### config.mk
export PLATFORM = sky130hd
export DESIGN_NAME = cic_tx_feeder
export DESIGN_NICKNAME = d
export VERILOG_FILES = /design/src/rtl/cic_pkg.sv /design/src/rtl/tx_fifo.sv /design/src/rtl/cic_tx_feeder.sv
export SDC_FILE = /design/constraint.sdc
export NUM_CORES = 1
export LEC_CHECK = 0
export BUFFER_PORTS_ARGS = -buffer_cell sky130_fd_sc_hd__clkbuf_2
export CORE_UTILIZATION = 30
export DETAILED_ROUTE_END_ITERATION = 7
export SKIP_LAST_GASP = 1
export SLEW_MARGIN = 0
export SYNTH_ARGS = -nofsm -noshare
export SYNTH_HDL_FRONTEND = slang
export SYNTH_HIERARCHICAL = 1
export SYNTH_SLANG_ARGS = --single-unit
### constraint.sdc
create_clock -name clk -period 9.67 [get_ports clk]
set_input_delay 2.901 -clock clk [delete_from_list [all_inputs] [get_ports clk]]
set_output_delay 2.901 -clock clk [all_outputs]
set_load 0.05 [all_outputs]
### src/rtl/cic_pkg.sv
// cic_pkg: shared widths and channel encoding for the CIC transmit path
package cic_pkg;
  localparam int DW = 18;
  localparam int AW = 4;
  localparam logic CH_A = 1'b1;
  localparam logic CH_B = 1'b0;
endpackage

### src/rtl/tx_fifo.sv
// tx_fifo: one-channel sample-pair FIFO with a registered pop hold and per-channel flag pulses
module tx_fifo import cic_pkg::*; #(
  parameter int W = 2 * DW,
  parameter int A = AW
) (
  input  logic         clk,
  input  logic         rst,
  input  logic         push,
  input  logic         pop,
  input  logic [W-1:0] wd,
  output logic [W-1:0] rd,
  output logic [A:0]   lvl,
  output logic         full,
  output logic         ovf_set,
  output logic         unf_set
);
  logic [W-1:0] mem [2**A];
  logic [A:0]   wp_q, wp_d, rp_q, rp_d;
  logic [W-1:0] rd_q, rd_d;
  logic         empty, push_ok, pop_ok;
  assign lvl   = wp_q - rp_q;
  assign full  = lvl == {1'b1, {A{1'b0}}};
  assign empty = lvl == '0;
  assign rd    = rd_q;
  // A pop frees a slot in the same cycle, so a full FIFO still accepts a simultaneous push;
  // a push into an empty FIFO is never visible to a same-cycle pop.
  always_comb begin
    push_ok = push & (~full | pop);
    pop_ok  = pop & ~empty;
    wp_d    = wp_q + (A+1)'(push_ok);
    rp_d    = rp_q + (A+1)'(pop_ok);
    rd_d    = pop ? (empty ? '0 : mem[rp_q[A-1:0]]) : rd_q;
    ovf_set = push & full & ~pop;
    unf_set = pop & empty;
  end
  // pointer and hold register state
  always_ff @(posedge clk or posedge rst) begin
    if (rst) begin
      wp_q <= '0;
      rp_q <= '0;
      rd_q <= '0;
    end else begin
      wp_q <= wp_d;
      rp_q <= rp_d;
      rd_q <= rd_d;
    end
  end
  // sample storage, no reset needed since pointers gate every read
  always_ff @(posedge clk) begin
    if (push_ok) mem[wp_q[A-1:0]] <= wd;
  end
endmodule

### src/rtl/cic_tx_feeder.sv
// cic_tx_feeder: dual-channel transmit buffer feeding the time-multiplexed CIC interpolator input
module cic_tx_feeder #(
  parameter int DW = cic_pkg::DW,
  parameter int AW = cic_pkg::AW
) (
  input  logic          clk,
  input  logic          rst,
  input  logic          wr,
  input  logic          wch,
  input  logic [DW-1:0] wdx,
  input  logic [DW-1:0] wdy,
  output logic          fulla,
  output logic          fullb,
  output logic [AW:0]   lvla,
  output logic [AW:0]   lvlb,
  input  logic          tiea,
  input  logic          tieb,
  input  logic          ab,
  input  logic          c,
  output logic [DW-1:0] tdix,
  output logic [DW-1:0] tdiy,
  output logic          unfa,
  output logic          unfb,
  output logic          ovfa,
  output logic          ovfb,
  input  logic          clr
);
  logic [2*DW-1:0] ha, hb, tdi_q, tdi_d;
  logic [3:0]      flg_q, flg_d;
  logic            push_a, push_b, pop_b;
  logic            ovs_a, ovs_b, uns_a, uns_b;
  assign push_a = wr & (wch == cic_pkg::CH_A);
  assign push_b = wr & (wch == cic_pkg::CH_B) & c;
  assign pop_b  = tieb & c;
  tx_fifo #(.W(2*DW), .A(AW)) u_fa (
    .clk(clk), .rst(rst), .push(push_a), .pop(tiea), .wd({wdx, wdy}), .rd(ha),
    .lvl(lvla), .full(fulla), .ovf_set(ovs_a), .unf_set(uns_a)
  );
  tx_fifo #(.W(2*DW), .A(AW)) u_fb (
    .clk(clk), .rst(rst), .push(push_b), .pop(pop_b), .wd({wdx, wdy}), .rd(hb),
    .lvl(lvlb), .full(fullb), .ovf_set(ovs_b), .unf_set(uns_b)
  );
  assign {tdix, tdiy}             = tdi_q;
  assign {unfa, unfb, ovfa, ovfb} = flg_q;
  // output mux follows the channel phase, single-channel mode always shows A; new events beat clr
  always_comb begin
    tdi_d = (~c | (ab == cic_pkg::CH_A)) ? ha : hb;
    flg_d = (flg_q & ~{4{clr}}) | {uns_a, uns_b, ovs_a, ovs_b};
  end
  // output and sticky flag registers
  always_ff @(posedge clk or posedge rst) begin
    if (rst) begin
      tdi_q <= '0;
      flg_q <= '0;
    end else begin
      tdi_q <= tdi_d;
      flg_q <= flg_d;
    end
  end
endmodule

* Yosys cells after proc, flatten, opt, wreduce, memory -nomap -nowiden
Memory sizes are Yosys's and may differ from the RTL's.
Cells that the tools add are included.
** Storage, ports and cells
- Bits in registers :: 132
- Memory bits (writable) :: 1152
- Bits of input ports :: 45
- Output and inout bits :: 52
- Word-level logic and storage cells :: 55
- Memories :: 2
** Memories
- u_fa.mem :: depth 16, bits a word 36, rd ports 1, clocked after Yosys merged registers in 0, wr ports 1, RTL line tx_fifo.sv:17 : logic [W-1:0] mem [2**A];
- u_fb.mem :: depth 16, bits a word 36, rd ports 1, clocked after Yosys merged registers in 0, wr ports 1, RTL line tx_fifo.sv:17
** Operators by class
- Add/sub/neg operators :: 6
- Eq/ne operators :: 2
- Mux-type cells :: 7
- Bitwise gates (word level) :: 28
- Reduce and logical (&&, ||, !) cells :: 2
** Operator list (number)
- 36-bit two-way mux :: 3
- 5-bit by 1-bit adder with 5-bit output :: 4
- 1-bit bitwise AND :: 14
- 5-bit == test, second input constant :: 2
- 5-bit logical NOT :: 2
- 5-bit subtractor :: 2
- 1-bit inverter :: 8
- 4-bit bitwise AND :: 1
- 1-bit two-way mux :: 4
- 4-bit inverter :: 1
- 4-bit bitwise OR :: 1
- 1-bit bitwise OR :: 3

* Depth between registers and ports, before layout
Gate-level depths: netlist of the first run.
- Depth in word-level cells :: 7
- Depth in mapped cells :: 15
- Gate-level depth less buffers :: 13

* By module
The synthesis of the first run kept the hierarchy.
** Modules (own cells, without submodules)
- tx_fifo at u_fa :: times used 1, cells an instance 1191, area each 23880.4 µm², sequential area each 18447.7 µm²
- tx_fifo at u_fb :: times used 1, cells an instance 1038, area each 23394.9 µm², sequential area each 18447.7 µm²
- cic_tx_feeder :: times used 1, cells an instance 90, area each 1674.1 µm², sequential area each 1001.0 µm²

* Least setup slack after synthesis of the first run
Ideal clock, no wire load.
- Path type :: input-to-reg
- Start :: input wch
- End :: memory u_fb/mem[0][0] (netlist name) (enable)
- Library setup time :: 0.519 ns
- Data arrival time :: 7.094 ns
- Required time :: 9.151 ns
- Path slack :: 2.057 ns
- Stages :: 3
- Buffers on the path :: 0
- Cell sequence :: and3b_2 > or3b_2 > nor4_1
** Between the ends
- Cells in the longest elaborated chain, start to end :: 6
** Ends and longest elaborated chain
- start: declaration :: RTL line cic_tx_feeder.sv:9 : input logic wch,
- 1-bit inverter :: RTL line cic_tx_feeder.sv:33 : assign push_b = wr & (wch == cic_pkg::CH_B) & c;
- 1-bit bitwise AND (2 in series) :: RTL line cic_tx_feeder.sv:33
- 1-bit bitwise AND :: RTL line tx_fifo.sv:28 : push_ok = push & (~full | pop);
- 1-bit two-way mux :: RTL line tx_fifo.sv:50 : if (push_ok) mem[wp_q[A-1:0]] <= wd;
- 1-bit two-way mux (implied by the code) :: RTL line tx_fifo.sv:50
- end: declaration :: RTL line tx_fifo.sv:17
Every way passes these cells.

* Worst setup path after layout of the first run
- Start :: register u_fb.rp_q[0]
- End :: output fullb
** Between the ends
- Cells in the longest elaborated chain, start to end :: 2
** Ends and longest elaborated chain
- start: declaration :: RTL line tx_fifo.sv:18 : logic [A:0] wp_q, wp_d, rp_q, rp_d;
- start signal: assignment :: RTL line tx_fifo.sv:44 : rp_q <= rp_d;
- 5-bit subtractor :: RTL line tx_fifo.sv:21 : assign lvl = wp_q - rp_q;
- 5-bit == test :: RTL line tx_fifo.sv:22 : assign full = lvl == {1'b1, {A{1'b0}}};
- end: declaration :: RTL line cic_tx_feeder.sv:13 : output logic fullb,
Every way passes these cells.

==> results of run 1 <==
cell usage after synthesis, types with 2 or more instances:
| cell type | instances |
|---|---|
| nor3_1 | 14 |
| fa_1 | 2 |
| mux2_2 | 6 |
| nor2_1 | 5 |
| dfrtp_1 | 132 |
| o32ai_1 | 36 |
| nand3_1 | 9 |
| and2_1 | 2 |
| nand2_1 | 190 |
| xnor2_1 | 11 |
| clkbuf_1 | 60 |
| nor2b_1 | 2 |
| o2bb2ai_2 | 5 |
| mux4_2 | 288 |
| ha_1 | 16 |
| buf_12 | 4 |
| inv_2 | 3 |
| a21oi_1 | 75 |
| o22ai_1 | 72 |
| buf_1 | 20 |
| o2bb2ai_1 | 31 |
| inv_1 | 57 |
| or3_1 | 2 |
| buf_4 | 4 |
| nor4_1 | 20 |
| nand3b_1 | 2 |
| mux2_4 | 30 |
| nand2b_1 | 4 |
| xor2_1 | 7 |
| buf_2 | 30 |
| o31ai_4 | 2 |
| edfxtp_1 | 1152 |
| buf_6 | 9 |
| a21o_1 | 4 |
layer usage:
layer / global-route usage / up-vias
li1: - / 9871
met5: 0 / -
met1: 0.205 / 12700
met4: 0.0416 / 10
met3: 0.0280 / 172
met2: 0.231 / 723
power groups by stage:
| stage | Combinational (mW) | Sequential (mW) | Clock (mW) |
|---|---|---|---|
| after floorplan | 3.30 | 7.05 | 0 |
| after global placement | 4.71 | 7.19 | 0 |
| after detailed placement | 4.72 | 7.20 | 0 |
| after CTS | 4.73 | 7.09 | 5.12 |
| after global routing | 5.00 | 7.14 | 5.32 |
| final | 4.67 | 7.07 | 5.01 |
layout by cell type, fill, tap and decap left out, drive strengths merged, types with 3 or more instances in the layout:
cell type  Yosys  final
inv           60     64
o2bb2ai       36     36
dfrtp        132    132
a21o           4      4
nand3          9      9
ha            16     16
bufinv         0      9
nor3          14     14
clkinv         0     40
clkbuf        60    278
nand2b         4      4
edfxtp      1152   1152
buf           67     75
nor2           5      5
nor4          20     20
and2           3      3
o32ai         36     36
mux2          36     36
xnor2         12     12
clkinvlp       0      6
a21oi         75     75
mux4         288    288
nand2        190    190
xor2           8      8
o22ai         72     72
nor2b          3      3
sequential cells by signal, indices dropped and copies added (netlist names):
signal / count
u_fb/wp_q: 5
u_fa/wp_q: 5
u_fb/rp_q: 5
flg_q: 4
u_fb/rd: 36
tdi_q: 36
u_fa/rp_q: 5
u_fa/mem: 576
u_fa/rd: 36
u_fb/mem: 576
metrics by stage:
| stage | hold WS (ns) | instances | instance area (um^2) |
|---|---|---|---|
| floorplan | 0.451 | 2319 | 48900 |
| global placement | 0.469 | 4523 | 52300 |
| detailed placement | 0.470 | 4523 | 52300 |
| CTS | 0.486 | 4764 | 56600 |
| global route | 0.500 | 4764 | 56600 |
| finish | 0.481 | 4766 | 56600 |
worst paths after layout:
check	slack (ns)	from	cells past startpoint	end
max in group asynchronous	6.30	rst	3	u_fa/rp_q[2]
min	0.48	u_fa/rd[0]	1	u_fa/rd[0]
min reg2reg	0.48	u_fa/rd[0]	1	u_fa/rd[0]
max reg2reg	4.97	u_fa/rp_q[2]	9	u_fa/mem[0][14]
max	2.73	u_fb/rp_q[0]	7	fullb
min in group asynchronous	2.31	rst	2	u_fa/rd[15]
critical path: cells and delay by family (launching register included):
family / cells / cell delay [ns]
adders and majority gates: 2 / 0.55
AOI/OAI and AO/OA: 1 / 0.08
and+or+nand+nor: 2 / 0.81
DFF: 1 / 1.01
xor gates and xnor gates: 1 / 0.44
buffers and inverters: 1 / 0.41
logic make-up after synthesis:
kind of cell,Yosys count
AOI/OAI and AO/OA,228
and+or+nand+nor,258
DFF,1284
xor gates and xnor gates,20
muxes,324
adders and majority gates,18
buffers and inverters,187
area by class of cell:
| class | instances | area, um^2 |
|---|---|---|
| Antenna cell | 2 | 5.00 |
| Clock buffer | 182 | 3700 |
| Clock inverter | 59 | 591 |
| Fill cell | 14900 | 105000 |
| Inverter | 60 | 226 |
| Multi-Input combinational cell | 848 | 10400 |
| Sequential cell | 1284 | 37900 |
| Tap cell | 2160 | 2700 |
| Timing Repair Buffer | 171 | 1070 |
==> results.json, run 1 <==
{
  "power_frac_comb": 0.279,
  "hold_viol": 0,
  "cts_buffers": 132,
  "post-cts-setup-buffers": 0,
  "dpl_worst_slack_ns": 3.43,
  "synth-compound-area-share": 0.0328,
  "synth-simple-area-share": 0.0230,
  "cpPeakStageDelay_ns": 1.01,
  "switching_share": 0.328,
  "p_switching_mw": 5.49,
  "syn_to_final_growth_pct": 15.6,
  "htreeDepth": 4,
  "yosys.area.top_type": "edfxtp_1",
  "clockBufferDepth": 3,
  "synth_enable_flop_cells": 1152,
  "die_area_mm2": 0.165,
  "cts_resized": 0,
  "synthXorXnorAreaFrac": 0.00389,
  "synthesis.nets": 2382,
  "cts_tree": "built",
  "power.density_mw_per_mm2": 296,
  "rsz0062_at_grt": "no",
  "internal-power_mw": 11.3,
  "fin_util": 0.351,
  "yosysWarnings": 6,
  "rows": 147,
  "clock-sinks": 1284,
  "period_needed_ns": 6.94,
  "tightest_slew_ns": 1.13,
  "ys.flop_type": "edfxtp_1",
  "vias": 23500,
  "routed_wl_um": 120000,
  "synth_top_family_by_area": "multiplexers",
  "clkPwrFrac": 0.299,
  "synth_mux_area_frac": 0.143,
  "wl_met1_um": 53200,
  "status": "complete, no violations",
  "gp_congestion": 0.765,
  "start_util": 0.303,
  "grt_pass1_vias": 23900,
  "setup_ws_ns": 2.73,
  "end_kind": "primary output",
  "slowest_stage": "dfrtp_4",
  "max_cap_violations": 0,
  "coreArea_mm2": 0.161,
  "ios": 97,
  "drv_slew": 0,
  "antenna_left": 0,
  "insertion_delay_ns": 0.73,
  "crit_type": "flop to primary output",
  "cts-root-buf": "clkbuf_16",
  "synth_seq_area_share": 0.774,
  "antenna_found_initial": 7,
  "route.met3.wl_um": 7260,
  "finalClockSkew_ns": 0.0215,
  "synthCells": 2319,
  "slew_headroom": 0.242,
  "seqPwrFrac": 0.422,
  "layout-drive-gt1-share": 0.288,
  "nNetsFinal": 2560,
  "synth.distinct_cells": 47,
  "portBuffers": 96,
  "arrival_ns": 4.04,
  "startpoint_type": "flop",
  "cp.required_ns": 6.77,
  "ir_worst_vdd_mv": 0.213,
  "avgSynthCellArea_um2": 21.1,
  "cp_max_fo": 44,
  "drc": 0,
  "dp_hpwl_um": 69400,
  "synthAdderAreaFrac": 0.00491,
  "fin_crit_sh": 0.718,
  "fp.dieH_um": 406,
  "highest-signal-layer": "met5",
  "max_freq_mhz": 144,
  "grt_pass1_wl_um": 173000,
  "die_w_um": 406,
  "tns_ns": 0,
  "hold_buffers": 0,
  "viasPerCell": 4.93,
  "crit_chain": "ha_1 > fa_1 > nand2b_1 > a21oi_1 > xnor2_1 > nor3b_1 > clkbuf_2",
  "async_flop_share": 0.103,
  "avgRoutedWirePerCell_um": 25.1,
  "synth_top_cell_area_share": 0.707,
  "hold_path_class": "flop to flop",
  "ys_ff_latch": 1284,
  "syn-cell-area_mm2": 0.0489,
  "grtUsageTotal": 0.146,
  "drt-pass1-iter-count": 5,
  "grt_remaining_overflow": 0,
  "cts.reportedPaths.clkPinSlew_ns": 0.06,
  "drt_iter0_markers": 1896,
  "grt_max_degree": 104,
  "power.leakage_nw": 18.4,
  "setup_viol": 0,
  "synth.area.top_cells": "edfxtp_1, mux4_2, dfrtp_1",
  "wl_met2_um": 56600,
  "finalPower_mw": 16.8
}
No activity file was read; power rests on OpenSTA's default activity.
==> run 2, diff against run 1 <==
- clock period: 9.67 -> 6.52 ns (I/O delays scaled with it)
==> run 2 against run 1 <==
Against the previous run: via count decreased by 0.36%; utilization is 0.12 points lower; highest routed layer unchanged; setup slack got worse by 2.2 ns; global-route usage decreased by 0.23 points; worst hold slack improved by 0.00057 ns; sequential cell count unchanged.
==> results.json, run 2 (synthesized netlist as in run 1, its figures left out) <==
{
  "cp-startpoint": "u_fb/wp_q[0]",
  "dp_hpwl_um": 68000,
  "reg2reg_depth": 6,
  "critPathBufInv": 2,
  "power.leakage_nw": 18.3,
  "grt_pass1_vias": 24000,
  "cts-root-buf": "clkbuf_16",
  "crit_cells": 8,
  "rows": 147,
  "vias": 23400,
  "coreArea_mm2": 0.161,
  "finalPower_mw": 24.6,
  "finalClockSkew_ns": 0.0326,
  "layout_commonest_cell": "edfxtp_1",
  "r2r-start": "u_fb/rp_q[0]",
  "clock-sinks": 1284,
  "cts_resized": 0,
  "gp_congestion": 0.762,
  "tns_ns": 0,
  "drt-pass1-iter-count": 5,
  "r2r-end": "u_fb/rd[21]",
  "die_w_um": 406,
  "final_cell_mix": "edfxtp_1, mux4_2, nand2_1",
  "cts_tree": "built",
  "r2r_slack_ns": 2.11,
  "hold_viol": 0,
  "syn_to_final_growth_pct": 15.2,
  "start_util": 0.303,
  "post-cts-setup-buffers": 0,
  "portBuffers": 96,
  "startpoint_type": "flop",
  "ios": 97,
  "clockBufferDepth": 3,
  "layout-drive-gt1-share": 0.281,
  "die_area_mm2": 0.165,
  "htreeDepth": 4,
  "max_cap_violations": 0,
  "setup_ws_ns": 0.552,
  "crit_chain": "inv_1 > ha_1 > fa_1 > nand2b_1 > a21oi_1 > xnor2_1 > nor3b_1 > clkbuf_2",
  "status": "complete, no violations",
  "insertion_delay_ns": 0.74,
  "fp.dieH_um": 406,
  "dpl_worst_slack_ns": 1.37,
  "antenna_found_initial": 7,
  "hold_buffers": 0,
  "cp_max_fo": 11,
  "critical-path-top-delay-family": "simple AND/OR/NAND/NOR gates",
  "cp.required_ns": 4.56,
  "viasPerCell": 4.91,
  "end_kind": "primary output",
  "grtUsageTotal": 0.144,
  "cts_buffers": 133,
  "slowest_stage": "dfrtp_1",
  "grt_pass1_wl_um": 171000,
  "grt_max_degree": 53,
  "period_needed_ns": 5.97,
  "antenna_left": 0,
  "fin_util": 0.350,
  "drv_slew": 0,
  "power.density_mw_per_mm2": 436,
  "setup.worst_path.end": "fullb",
  "cts.reportedPaths.clkPinSlew_ns": 0.06,
  "arrival_ns": 4.01,
  "fin_crit_sh": 0.915,
  "drt_iter0_markers": 1944,
  "crit_type": "flop to primary output",
  "slew_headroom": 0.251,
  "max_freq_mhz": 168,
  "rsz0062_at_grt": "no",
  "avgRoutedWirePerCell_um": 24.7,
  "tightest_slew_ns": 1.12,
  "cpPeakStageDelay_ns": 0.65,
  "drc": 0,
  "grt_remaining_overflow": 0,
  "routed_wl_um": 118000,
  "setup_viol": 0,
  "nNetsFinal": 2557,
  "hold_path_class": "flop to flop",
  "ir_worst_vdd_mv": 0.306
}
[run 2: worst min-delay path by stage]
stage	start	endpoint	slack, ns	cells past startpoint
after global placement	flg_q[1]	flg_q[1]	0.47	1
after detailed placement	flg_q[1]	flg_q[1]	0.47	1
final	flg_q[1]	flg_q[1]	0.48	1
after CTS	flg_q[1]	flg_q[1]	0.48	1
after global routing	u_fa/wp_q[4]	u_fa/wp_q[4]	0.50	1
after floorplan	u_fa/rd[0]	u_fa/rd[0]	0.45	1
[run 2: through the flow]
stage | instances | instance area, um^2 | hold slack, ns
final | 4763 | 56400 | 0.482
after global routing | 4762 | 56400 | 0.498
after CTS | 4762 | 56400 | 0.484
after detailed placement | 4519 | 52200 | 0.471
after global placement | 4519 | 52200 | 0.465
after floorplan | 2319 | 48900 | 0.451
[run 2: cell type report]
| type | count | area, um^2 |
|---|---|---|
| diodes | 1 | 2.50 |
| clock buffers | 196 | 3760 |
| clock inverters | 47 | 397 |
| fillers | 14900 | 105000 |
| inverters | 60 | 226 |
| multi-input cells | 848 | 10400 |
| flip-flops and latches | 1284 | 37900 |
| well taps | 2160 | 2700 |
| repair buffers | 167 | 1010 |
[run 2: power breakdown]
part,internal (mW),switching [mW],leakage (nW)
Sequential,9.67,0.777,12.0
Clock,4.17,3.06,2.01
Combinational,2.68,4.23,4.32
Total,16.5,8.07,18.3
[run 2: routing by layer]
layer,up-vias,GRT usage,share of wire
met5,-,0,0.00050
met4,12,0.0438,0.026
met3,198,0.0306,0.055
met2,657,0.230,0.48
met1,12700,0.196,0.44
li1,9866,-,-
[run 2: worst reg2reg max path: cells and delay by family (launching register included)]
| kind | cells | cell delay [ns] |
|---|---|---|
| buffers and inverters | 3 | 2.56 |
| multiplexers | 1 | 0.62 |
| flip-flops | 1 | 0.62 |
| AO/OA/AOI/OAI | 2 | 0.46 |
